File: config.mk
export PLATFORM = sky130hd
export DESIGN_NAME = bcd_count_mux7seg
export DESIGN_NICKNAME = d
export VERILOG_FILES = /design/src/rtl/bcd_count_mux7seg.sv
export SDC_FILE = /design/constraint.sdc
export NUM_CORES = 1
export LEC_CHECK = 0
export BUFFER_PORTS_ARGS = -buffer_cell sky130_fd_sc_hd__buf_4
export CORE_MARGIN = 10
export CORE_UTILIZATION = 40
export DETAILED_ROUTE_END_ITERATION = 7
export PLACE_DENSITY = 0.64
export SETUP_SLACK_MARGIN = 0.5
export SYNTH_ARGS = -nofsm -noshare
export SYNTH_HDL_FRONTEND = slang
export SYNTH_SLANG_ARGS = --single-unit
File: constraint.sdc
create_clock -name clk_50MHz -period 5.2 [get_ports clk_50MHz]
set_input_delay 0.52 -clock clk_50MHz [delete_from_list [all_inputs] [get_ports clk_50MHz]]
set_output_delay 0.52 -clock clk_50MHz [all_outputs]
set_load 0.005 [all_outputs]
File: src/rtl/bcd_count_mux7seg.sv
// bcd_count_mux7seg: multi-digit BCD up/down counter driving a multiplexed common-anode 7-segment display
module bcd_count_mux7seg #(
  parameter int CLK_HZ   = 50_000_000,
  parameter int TICK_HZ  = 1,
  parameter int DIGITS   = 4,
  parameter int SCAN_DIV = 12_500,
  parameter int BLANK_LZ = 0
) (
  input  logic                  clk_50MHz,
  input  logic                  rst_n,
  input  logic                  en,
  input  logic                  up_dn,
  input  logic                  clear,
  input  logic                  load,
  input  logic [4*DIGITS-1:0]   load_val,
  output logic [4*DIGITS-1:0]   bcd_out,
  output logic                  wrap,
  output logic [6:0]            seg_led,
  output logic [0:DIGITS-1]     an
);
  localparam int TICK_DIV = CLK_HZ / TICK_HZ;
  localparam int PW = $clog2(TICK_DIV);
  localparam int DW = SCAN_DIV > 1 ? $clog2(SCAN_DIV) : 1;
  localparam int IW = DIGITS > 1 ? $clog2(DIGITS) : 1;
  logic [PW-1:0]       pre_q, pre_d;
  logic                tick, cnt, last;
  logic [4*DIGITS-1:0] bcd_q, bcd_d, inc, dec, ld;
  logic [DIGITS:0]     cy, bw;
  logic [DIGITS:1]     hz;
  logic [DIGITS-1:0]   blank;
  logic [3:0]          dig [DIGITS];
  logic                wrap_q, wrap_d;
  logic [DW-1:0]       dw_q, dw_d;
  logic [IW-1:0]       idx_q, idx_d;
  logic [6:0]          seg_q, seg_d;
  logic [0:DIGITS-1]   an_q, an_d;
  function automatic logic [6:0] seg7(input logic [3:0] v);
    case (v)
      4'd0: return 7'b0000001;
      4'd1: return 7'b1001111;
      4'd2: return 7'b0010010;
      4'd3: return 7'b0000110;
      4'd4: return 7'b1001100;
      4'd5: return 7'b0100100;
      4'd6: return 7'b0100000;
      4'd7: return 7'b0001111;
      4'd8: return 7'b0000000;
      4'd9: return 7'b0000100;
      default: return 7'b1111111;
    endcase
  endfunction
  assign tick = pre_q == PW'(TICK_DIV - 1);
  assign pre_d = (clear || tick) ? '0 : pre_q + 1'b1;
  assign cy[0] = 1'b1;
  assign bw[0] = 1'b1;
  assign hz[DIGITS] = 1'b1;
  genvar i;
  for (i = 0; i < DIGITS; i++) begin : g_dig
    assign dig[i] = bcd_q[4*i +: 4];
    assign inc[4*i +: 4] = !cy[i] ? dig[i] : dig[i] == 4'd9 ? 4'd0 : dig[i] + 4'd1;
    assign dec[4*i +: 4] = !bw[i] ? dig[i] : dig[i] == 4'd0 ? 4'd9 : dig[i] - 4'd1;
    assign cy[i+1] = cy[i] && dig[i] == 4'd9;
    assign bw[i+1] = bw[i] && dig[i] == 4'd0;
    assign ld[4*i +: 4] = load_val[4*i +: 4] > 4'd9 ? 4'd0 : load_val[4*i +: 4];
    if (i == 0) begin : g_lsd
      assign blank[i] = 1'b0;
    end else begin : g_hi
      // a zero digit is leading only if every digit above it is zero too
      if (i < DIGITS - 1) begin : g_mid
        assign hz[i] = hz[i+1] && dig[i] == 4'd0;
      end else begin : g_top
        assign hz[i] = dig[i] == 4'd0;
      end
      assign blank[i] = (BLANK_LZ != 0) && hz[i];
    end
  end
  assign cnt = tick && en && !clear && !load;
  assign bcd_d = clear ? '0 : load ? ld : cnt ? (up_dn ? inc : dec) : bcd_q;
  assign wrap_d = cnt && (up_dn ? cy[DIGITS] : bw[DIGITS]);
  assign last = dw_q == DW'(SCAN_DIV - 1);
  assign dw_d = last ? '0 : dw_q + 1'b1;
  assign idx_d = !last ? idx_q : idx_q == IW'(DIGITS - 1) ? '0 : idx_q + 1'b1;
  assign seg_d = blank[idx_q] ? 7'b1111111 : seg7(dig[idx_q]);
  always_comb begin
    an_d = '0;
    an_d[idx_q] = 1'b1;
  end
  always_ff @(posedge clk_50MHz or negedge rst_n) begin
    if (!rst_n) begin
      pre_q  <= '0;
      bcd_q  <= '0;
      wrap_q <= 1'b0;
      dw_q   <= '0;
      idx_q  <= '0;
      seg_q  <= 7'b0000001;
      an_q   <= '0;
      an_q[0] <= 1'b1;
    end else begin
      pre_q  <= pre_d;
      bcd_q  <= bcd_d;
      wrap_q <= wrap_d;
      dw_q   <= dw_d;
      idx_q  <= idx_d;
      seg_q  <= seg_d;
      an_q   <= an_d;
    end
  end
  assign bcd_out = bcd_q;
  assign wrap = wrap_q;
  assign seg_led = seg_q;
  assign an = an_q;
endmodule
==> flow_metrics.py, run 1 <==
metrics = {
    "yosys": {
        "synth_nets": 539,
        "synthArstFlopShare_pct": 100,
        "synth_top_area_cell": "dfrtp_1",
        "synth_warnings": 0,
        "syn_avg_cell_area_um2": 9.13,
        "yosysTopAreaCellShare_pct": 37.8,
        "synth_cells": 493,
        "synth_edf_count": 0,
        "syn-cell-area_um2": 4500,
        "ys_seq_area_share_pct": 39.0,
        "synth.distinct_cells": 59,
        "synthFlopType": "dfrtp_1",
        "synth.area.top_cells": "dfrtp_1, ha_1, xor2_1",
        "synth_seq_cells": 70,
    },
    "sta": {
        "finalSetupViolCount": 0,
        "holdWs_ns": 0.298,
        "tightest_slew_ns": 0.863,
        "drv_slew": 0,
        "min_period_over_period_pct": 49.5,
        "period_needed_ns": 2.57,
        "fmaxAchievable_mhz": 389,
        "skew_ns": 0.00730,
        "setup_tns_ns": 0,
        "slew_headroom_pct": 42.5,
        "rsz0062_at_grt": "false",
        "hold_viol": 0,
    },
    "worst_setup_path": {
        "cp_max_fo": 15,
        "endpoint_kind": "flip-flop",
        "worst_ep_arrival_time_ns": 2.81,
        "cp-start-kind": "flip-flop",
        "crit_type": "reg -> reg",
        "required_ns": 5.44,
    },
    "global_route": {
        "grt_start_max_net_pins": 71,
        "first_global_vias": 3560,
        "grt_pass1_wl_mm": 17.7,
        "overflow": 0,
        "grtUsageTotal_pct": 13.4,
        "antenna_found_initial": 0,
    },
    "final_layout": {
        "instances_no_fill": 670,
        "multi_input_area_um2": 2520,
        "final_cell_mix": "dfrtp_1, nor2_1, buf_4",
        "regArea_um2": 1750,
        "syn2layout_area_growth_pct": 15.9,
        "diodes": 0,
        "nNetsFinal": 571,
        "post-route-cell-area_um2": 5220,
        "final_common_cell": "dfrtp_1",
        "fillerInstances": 1059,
        "drive_gt1_share_pct": 15.5,
    },
    "drt": {
        "route.detailed.wl_per_inst_um": 15.6,
        "vias": 3603,
        "avgViaCountPerCell": 5.38,
        "drt_pre_antenna_iters": 4,
        "antenna_left": 0,
        "drt_first_iter_violations": 247,
        "finalWirelength_mm": 10.4,
        "drc": 0,
    },
    "cts": {
        "clock_sinks": 70,
        "cts-resized-gates": 0,
        "clkTransAtPathRegs_ns": 0.06,
        "cts_tree": "built",
        "cts_setup_buffers": 0,
        "clockBufferDepth": 2,
        "cts_hold_buf": 0,
        "htreeDepth": 3,
        "clock_latency_ns": 0.34,
        "cts_buffers": 9,
        "cts_root_buf": "clkbuf_16",
    },
    "place": {
        "place_area_um2": 4920,
        "dp_cells": 654,
        "portBuffers": 49,
        "dp_hpwl_mm": 7.36,
        "globalplace.congestion": 0.823,
    },
    "floorplan": {
        "ioPinCount": 50,
        "fp.dieH_um": 126,
        "die_width_um": 126,
        "rows": 38,
        "core_um2": 10900,
        "initial_core_util_pct": 41.2,
        "die_area_um2": 15900,
    },
    "power": {
        "p_leak_nw": 2.31,
        "fin_total_pwr_w": 0.00137,
        "powerDensity_nw_per_um2": 262,
        "ir_drop_mv": 0.139,
    },
    "worst_hold_path": {
        "hold_path.class": "in -> async",
    },
    "run_status": {
        "status": "completed",
    },
    "run": {
        "max_cap_violations": 0,
    },
}
[metrics by stage]
step           worst slack (ns)  util [%]
6_report                   2.63      47.7
5_1_grt                    2.51      47.7
4_1_cts                    2.61      47.7
3_5_place_dp               2.61      45.0
3_3_place_gp               2.66      45.0
2_1_floorplan              2.95         -
[per-layer routing]
| metal | wire length [um] | part of all wire [%] | vias up | track usage [%] |
|---|---|---|---|---|
| met1 | 4840 | 46 | 1726 | 17.3 |
| met3 | 538 | 5.1 | 9 | 3.27 |
| met5 | 0 | 0 | - | 0 |
| li1 | - | - | 1804 | - |
| met4 | 183 | 1.8 | 0 | 5.63 |
| met2 | 4890 | 47 | 64 | 20.7 |
[flip-flops by register name, indices dropped and copies added, names as in the netlist]
| signal | flops |
|---|---|
| pre_q | 26 |
| bcd_out | 16 |
| dw_q | 14 |
| seg_led | 7 |
| an | 4 |
| idx_q | 2 |
| wrap | 1 |
[Yosys cell counts (3+ instances only)]
library cell,instances
o211ai_1,4
inv_1,26
nand4_1,9
and3_1,10
a31oi_1,6
mux2_1,4
o21bai_1,3
mux4_2,4
mux2i_1,11
or2_2,3
dfrtp_1,68
o21ai_0,22
nor3b_1,5
nand3b_1,4
and2_1,6
and4_1,8
o31ai_1,5
a211oi_1,3
clkbuf_1,26
nand3_1,31
ha_1,24
nor4b_1,4
nor3_1,9
a21oi_1,27
xor2_1,25
nand2_1,30
nor2_1,51
nand2b_1,9
and3b_1,3
xnor2_1,11
nor2b_1,8
[cells by family (layout without fill, tap and decap cells)]
logic type,count (synthesis),count (layout),share of synthesized area (%)
multiplexers,20,20,5.70
XOR/XNOR,36,36,7.00
buffers and inverters,55,92,5.00
AND/OR/NAND/NOR,201,201,24.2
AO/OA/AOI/OAI,87,87,12.5
flip-flops,70,70,39.0
adder cells (fa/ha/maj),24,24,6.67
[worst max-delay path: stages (launching register included)]
cell	delay [ns]
dfrtp_1	0.40
or4b_1	0.55
nor4_2	0.28
and4_1	0.61
mux2_2	0.40
a211oi_1	0.23
[final timing paths]
check                                 start    endpoint  slack [ns]  cells after the start
worst min-delay path                  rst_n     dw_q[0]        0.30                      1
worst min register to register      dw_q[0]     dw_q[0]        0.48                      1
max in group asynchronous             rst_n  seg_led[5]        4.33                      1
worst max-delay path              pre_q[10]  bcd_out[0]        2.63                      5
worst max register to register    pre_q[10]  bcd_out[0]        2.63                      5
min in group clk_50MHz          load_val[1]  bcd_out[1]        0.48                      3
[layout make-up]
class                           count  share of cell area (%)
Clock inverter                      6                    1.22
Inverter                           26                    1.87
Clock buffer                       10                    4.39
Sequential cell                    70                    33.6
Timing Repair Buffer               50                    7.19
Tap cell                          140                    3.36
Multi-Input combinational cell    368                    48.3
[power by group]
part           internal (W)  leakage [nW]  total (W)  switching [W]
Sequential         0.000562         0.937   0.000589      0.0000274
Combinational     0.0000789          1.23   0.000175      0.0000964
Clock              0.000370         0.138   0.000603       0.000233
Total               0.00101          2.31    0.00137       0.000357
Note: power is estimated with default switching activity, not from simulation.
==> inputs of run 2 (changes only) <==
--- a/config.mk
+++ b/config.mk
@@ -9,7 +9,7 @@
 export CORE_MARGIN = 10
 export CORE_UTILIZATION = 40
 export DETAILED_ROUTE_END_ITERATION = 7
-export PLACE_DENSITY = 0.64
+export PLACE_DENSITY = 0.66
 export SETUP_SLACK_MARGIN = 0.5
 export SYNTH_ARGS = -nofsm -noshare
 export SYNTH_HDL_FRONTEND = slang
==> constraint.sdc (replaced) <==
create_clock -name clk_50MHz -period 2.1 [get_ports clk_50MHz]
set_input_delay 0.21 -clock clk_50MHz [delete_from_list [all_inputs] [get_ports clk_50MHz]]
set_output_delay 0.21 -clock clk_50MHz [all_outputs]
set_load 0.005 [all_outputs]
==> run 2 against run 1 <==
- first-iteration DRC count rose by 1.6%
- the flow now finishes with violations (negative setup slack)
- largest power group unchanged
- critical endpoint unchanged
- final cell count grew 9.3%
- clock-buffer cell count did not move
- sequential share of layout area shrank 5.6 points
- critical path depth rose by 1
- highest routed layer unchanged
- register-to-register slack lost 2.7 ns
- utilization increased by 9.7 points
==> flow_metrics.py, run 2 (synthesis results as in run 1) <==
metrics = {
    "sta": {
        "fmaxAchievable_mhz": 465,
        "finalSetupViolCount": 6,
        "hold_viol": 0,
        "skew_ns": 0.00522,
        "min_period_over_period_pct": 102,
        "drv_slew": 0,
        "tightest_slew_ns": 0.485,
        "setup_ws_ns": -0.0491,
        "slew_headroom_pct": 66.8,
        "period_needed_ns": 2.15,
        "rsz0062_at_grt": "true",
    },
    "floorplan": {
        "die_width_um": 126,
        "rows": 38,
        "fp.dieH_um": 126,
        "die_area_um2": 15900,
        "initial_core_util_pct": 41.2,
        "ioPinCount": 50,
        "core_um2": 10900,
    },
    "global_route": {
        "antenna_found_initial": 0,
        "use_met1_pct": 18.1,
        "gr-usage-met3_pct": 3.57,
        "grt_pass1_wl_mm": 20.0,
        "use_met2_pct": 25.6,
        "first_global_vias": 4000,
        "grtUsageTotal_pct": 15.1,
        "overflow": 0,
        "busiest_layer": "met2",
        "grt_start_max_net_pins": 42,
    },
    "power": {
        "powerDensity_nw_per_um2": 594,
        "ir_drop_mv": 0.429,
        "fin_total_pwr_w": 0.00373,
        "p_leak_nw": 2.74,
    },
    "run_status": {
        "violations": "negative setup slack",
        "status": "finished, violations left",
    },
    "final_layout": {
        "post-route-cell-area_um2": 6280,
        "largest_reg_flops": 26,
        "diodes": 0,
        "regMostFlops": "pre_q",
        "instances_no_fill": 732,
        "fin_util_pct": 57.4,
        "nNetsFinal": 633,
        "final_common_cell": "buf_4",
        "drive_gt1_share_pct": 34.6,
        "final_cell_mix": "buf_4, dfrtp_1, nand3_1",
        "syn2layout_area_growth_pct": 39.5,
    },
    "place": {
        "dp_cells": 691,
        "dp_hpwl_mm": 8.31,
        "place_area_um2": 5350,
        "portBuffers": 49,
        "globalplace.congestion": 0.826,
    },
    "drt": {
        "antenna_left": 0,
        "vias": 3960,
        "drc": 0,
        "finalWirelength_mm": 12.3,
        "route.detailed.wl_per_inst_um": 16.8,
        "drt_first_iter_violations": 251,
        "drt_pre_antenna_iters": 5,
        "avgViaCountPerCell": 5.41,
    },
    "worst_hold_path": {
        "hp-start": "load_val[1]",
        "hold_path.class": "in -> reg",
    },
    "worst_setup_path": {
        "endpoint_kind": "flip-flop",
        "required_ns": 2.35,
        "critPathBufInv": 1,
        "crit_type": "reg -> reg",
        "critPathTopFamily": "simple AND/OR/NAND/NOR gates",
        "worst_path_max_delay_cell": "or4bb_1",
        "cp-start-kind": "flip-flop",
        "cp_max_fo": 8,
        "slowest_delay_ns": 0.54,
        "worst_ep_arrival_time_ns": 2.40,
        "critPathLaunch": "pre_q[7]",
        "rr_startpoint": "pre_q[7]",
        "worstPathCellList": "or4bb_1 > nor4_4 > and4_4 > buf_12 > mux2_4 > a211oi_2",
    },
    "run": {
        "max_cap_violations": 0,
    },
    "cts": {
        "clkTransAtPathRegs_ns": 0.06,
        "cts_tree": "built",
        "clock_latency_ns": 0.34,
        "htreeDepth": 3,
        "cts_root_buf": "clkbuf_16",
        "clockBufferDepth": 2,
        "clock_sinks": 70,
        "cts_buffers": 9,
    },
}
[run 2: cell count changes in the layout (fill, tap and decap cells not counted), moves of 7 or more]
cell    before  now
nor2_4       0   21
ha_1        24   16
buf_4       50   89
buf_12       0    7
nor2_1      51   25
buf_6        0   11
[run 2: layer usage]
| metal | part of all wire (%) | vias up |
|---|---|---|
| met5 | 0 | - |
| met4 | 2.2 | 0 |
| met3 | 3.8 | 18 |
| met2 | 50 | 99 |
| met1 | 44 | 1916 |
| li1 | - | 1927 |
[run 2: power by group]
group	internal, W	switching, W	total (W)
Clock	0.00108	0.000585	0.00166
Sequential	0.00139	0.0000414	0.00143
Combinational	0.000302	0.000328	0.000630
Total	0.00277	0.000955	0.00373
[run 2: final cells by class]
cell class | count | area (um^2)
flip-flops and latches | 70 | 1760
repair buffers | 112 | 1030
well taps | 140 | 175
clock inverters | 6 | 91.3
inverters | 26 | 103
clock buffers | 10 | 239
fillers | 947 | 4660
multi-input cells | 368 | 2890
[run 2: worst paths after layout]
path / endpoint / slack [ns] / cells after the start
min in group asynchronous: pre_q[18] / 0.35 / 2
max in group asynchronous: seg_led[0] / 1.14 / 3
hold reg to reg: dw_q[0] / 0.49 / 1
setup / recovery: bcd_out[0] / -0.05 / 6
hold / removal: bcd_out[1] / 0.17 / 3
setup reg to reg: bcd_out[0] / -0.05 / 6
[run 2: stage by stage]
stage	hold WS [ns]	worst slack, ns	TNS [ns]
3_5_place_dp	0.171	-0.0607	-0.178
5_1_grt	0.166	-0.120	-1.64
2_1_floorplan	-0.0856	0.0608	0
6_report	0.167	-0.0491	-0.111
4_1_cts	0.165	-0.0637	-0.193
3_3_place_gp	0.168	-0.0292	-0.0834
[run 2: worst reg2reg max path, stage by stage, from the launching register on]
cell and delay, ns:
dfrtp_1 0.37, or4bb_1 0.54, nor4_4 0.26, and4_4 0.28, buf_12 0.14, mux2_4 0.31, a211oi_2 0.16
[run 2: what timing repair did]
action | 4_1_cts | 5_1_grt
gates resized for setup | 67 | 16
gates cloned | 2 | 2
buffers inserted | 12 | 8
hold endpoints to repair | 29 | 0
endpoints found under the setup margin | 58 | 53
pin swaps | 7 | 16
hold buffers | 1 | 0
==> inputs of run 3 (changes only) <==
--- a/config.mk
+++ b/config.mk
@@ -6,7 +6,6 @@
 export NUM_CORES = 1
 export LEC_CHECK = 0
 export BUFFER_PORTS_ARGS = -buffer_cell sky130_fd_sc_hd__buf_4
-export CORE_MARGIN = 10
 export CORE_UTILIZATION = 40
 export DETAILED_ROUTE_END_ITERATION = 7
 export PLACE_DENSITY = 0.66
==> run 3 against run 2 <==
- the run still ends with negative setup slack left
- die area down 27%
- sequential power is essentially flat
- first-iteration DRC count grew 19%
- utilization shrank 2.9 points
- critical path type unchanged
- largest cell class unchanged
==> flow_metrics.py, run 3 (synthesis results as in run 1) <==
metrics = {
    "run_status": {
        "status": "finished, violations left",
        "violations": "negative setup slack",
    },
    "final_layout": {
        "diodes": 0,
        "syn2layout_area_growth_pct": 31.9,
        "instances_no_fill": 719,
        "nNetsFinal": 620,
        "largest_reg_flops": 26,
        "final_cell_mix": "buf_4, dfrtp_1, nand3_1",
        "fin_util_pct": 54.5,
        "post-route-cell-area_um2": 5940,
        "final_common_cell": "buf_4",
        "regMostFlops": "pre_q",
        "drive_gt1_share_pct": 32.8,
    },
    "sta": {
        "slew_headroom_pct": 62.2,
        "min_period_over_period_pct": 105,
        "skew_ns": 0.0109,
        "fmaxAchievable_mhz": 453,
        "period_needed_ns": 2.21,
        "hold_viol": 0,
        "drv_slew": 0,
        "setup_ws_ns": -0.105,
        "tightest_slew_ns": 0.553,
        "rsz0062_at_grt": "true",
        "finalSetupViolCount": 36,
    },
    "drt": {
        "top_layer": "met4",
        "drt_pre_antenna_iters": 4,
        "finalWirelength_mm": 11.8,
        "avgViaCountPerCell": 5.48,
        "route.met3.wl_um": 409,
        "wl_met1_mm": 5.07,
        "wl_met2_mm": 6.19,
        "route.detailed.wl_per_inst_um": 16.5,
        "antenna_left": 0,
        "drt_first_iter_violations": 299,
        "drc": 0,
        "vias": 3942,
    },
    "power": {
        "switchingPower_w": 0.000866,
        "p_leak_nw": 2.59,
        "p_clk_share_pct": 31.3,
        "switching_share_pct": 29.2,
        "ir_drop_mv": 0.265,
        "comb_power_share_pct": 20.4,
        "internal-power_w": 0.00210,
        "fin_total_pwr_w": 0.00296,
        "p_seq_share_pct": 48.4,
        "powerDensity_nw_per_um2": 499,
    },
    "place": {
        "place_ws_ns": -0.124,
        "place_area_um2": 5320,
        "dp_hpwl_mm": 7.91,
        "portBuffers": 49,
        "dp_cells": 687,
        "globalplace.congestion": 0.821,
    },
    "cts": {
        "clockBufferDepth": 2,
        "clkTransAtPathRegs_ns": 0.08,
        "htreeDepth": 3,
        "cts_root_buf": "clkbuf_8",
        "clock_sinks": 70,
        "clock_latency_ns": 0.35,
        "cts_tree": "built",
        "cts_buffers": 9,
    },
    "worst_setup_path": {
        "worst_ep_arrival_time_ns": 2.47,
        "worst_path_max_delay_cell": "or4b_4",
        "required_ns": 2.36,
        "rrSetupSlack_ns": -0.11,
        "worstPathCellList": "or4b_4 > nor4_4 > and4_4 > buf_12 > mux2_4 > a211oi_2",
        "slowest_delay_ns": 0.56,
        "crit_type": "reg -> reg",
        "cp_max_fo": 5,
        "cp-start-kind": "flip-flop",
        "endpoint_kind": "flip-flop",
    },
    "global_route": {
        "grt_start_max_net_pins": 41,
        "grtUsageTotal_pct": 20.8,
        "overflow": 0,
        "first_global_vias": 3859,
        "grt_pass1_wl_mm": 18.8,
        "antenna_found_initial": 0,
    },
    "floorplan": {
        "rows": 38,
        "die_area_um2": 11700,
        "ioPinCount": 50,
        "fp.dieH_um": 108,
        "initial_core_util_pct": 41.3,
        "die_width_um": 108,
        "core_um2": 10900,
    },
    "run": {
        "max_cap_violations": 0,
    },
    "worst_hold_path": {
        "hold_path.class": "in -> reg",
    },
}
## run 3: power groups by stage
| stage | clock network [W] | logic [W] | registers, W |
|---|---|---|---|
| after global routing | 0.00101 | 0.000663 | 0.00144 |
| after global placement | 0 | 0.000528 | 0.00146 |
| after floorplan | 0 | 0.000307 | 0.00145 |
| after CTS | 0.000952 | 0.000563 | 0.00143 |
| after detailed placement | 0 | 0.000542 | 0.00146 |
| final | 0.000927 | 0.000603 | 0.00143 |
## run 3: worst paths after layout
path / from / end / cells past startpoint
setup / recovery: pre_q[10] / bcd_out[0] / 6
hold / removal: load_val[1] / bcd_out[1] / 3
setup reg to reg: pre_q[10] / bcd_out[0] / 6
hold reg to reg: dw_q[0] / dw_q[0] / 1
max in group asynchronous: rst_n / seg_led[0] / 3
min in group asynchronous: rst_n / pre_q[6] / 2
## run 3: layer usage
layer	track usage (%)	vias up
met5	0	-
met4	6.46	0
met3	4.46	14
li1	-	1903
met1	25.2	1939
met2	36.6	86
## run 3: what timing repair did
action	4_1_cts	5_1_grt
pin swaps	3	10
setup buffers	9	1
gates resized for setup	23	52
setup endpoints to repair	50	61
gates cloned	1	4
endpoints found under the hold margin	30	0
hold buffers	1	0
## run 3: final cells by class
class                      count  area [um^2]
clock buffer                  12          135
clock inverter                 4         23.8
fill                         971         4950
inverter                      26          105
multi-input combinational    368         2860
sequential                    70         1760
tap                          140          175
timing repair buffer          99          881
## run 3: worst max-delay path, delay by kind of cell, from the launching register on
kind                   cells  cell delay, ns
multiplexers               1            0.30
AO/OA/AOI/OAI              1            0.17
buffers and inverters      1            0.13
flip-flops                 1            0.38
AND/OR/NAND/NOR            3            1.14
## run 3: metrics by stage
step	hold WS [ns]	TNS (ns)
floorplan	-0.0856	0
global placement	0.175	-0.230
detailed placement	0.186	-0.679
CTS	0.149	-0.262
global route	0.157	-3.24
finish	0.161	-1.33
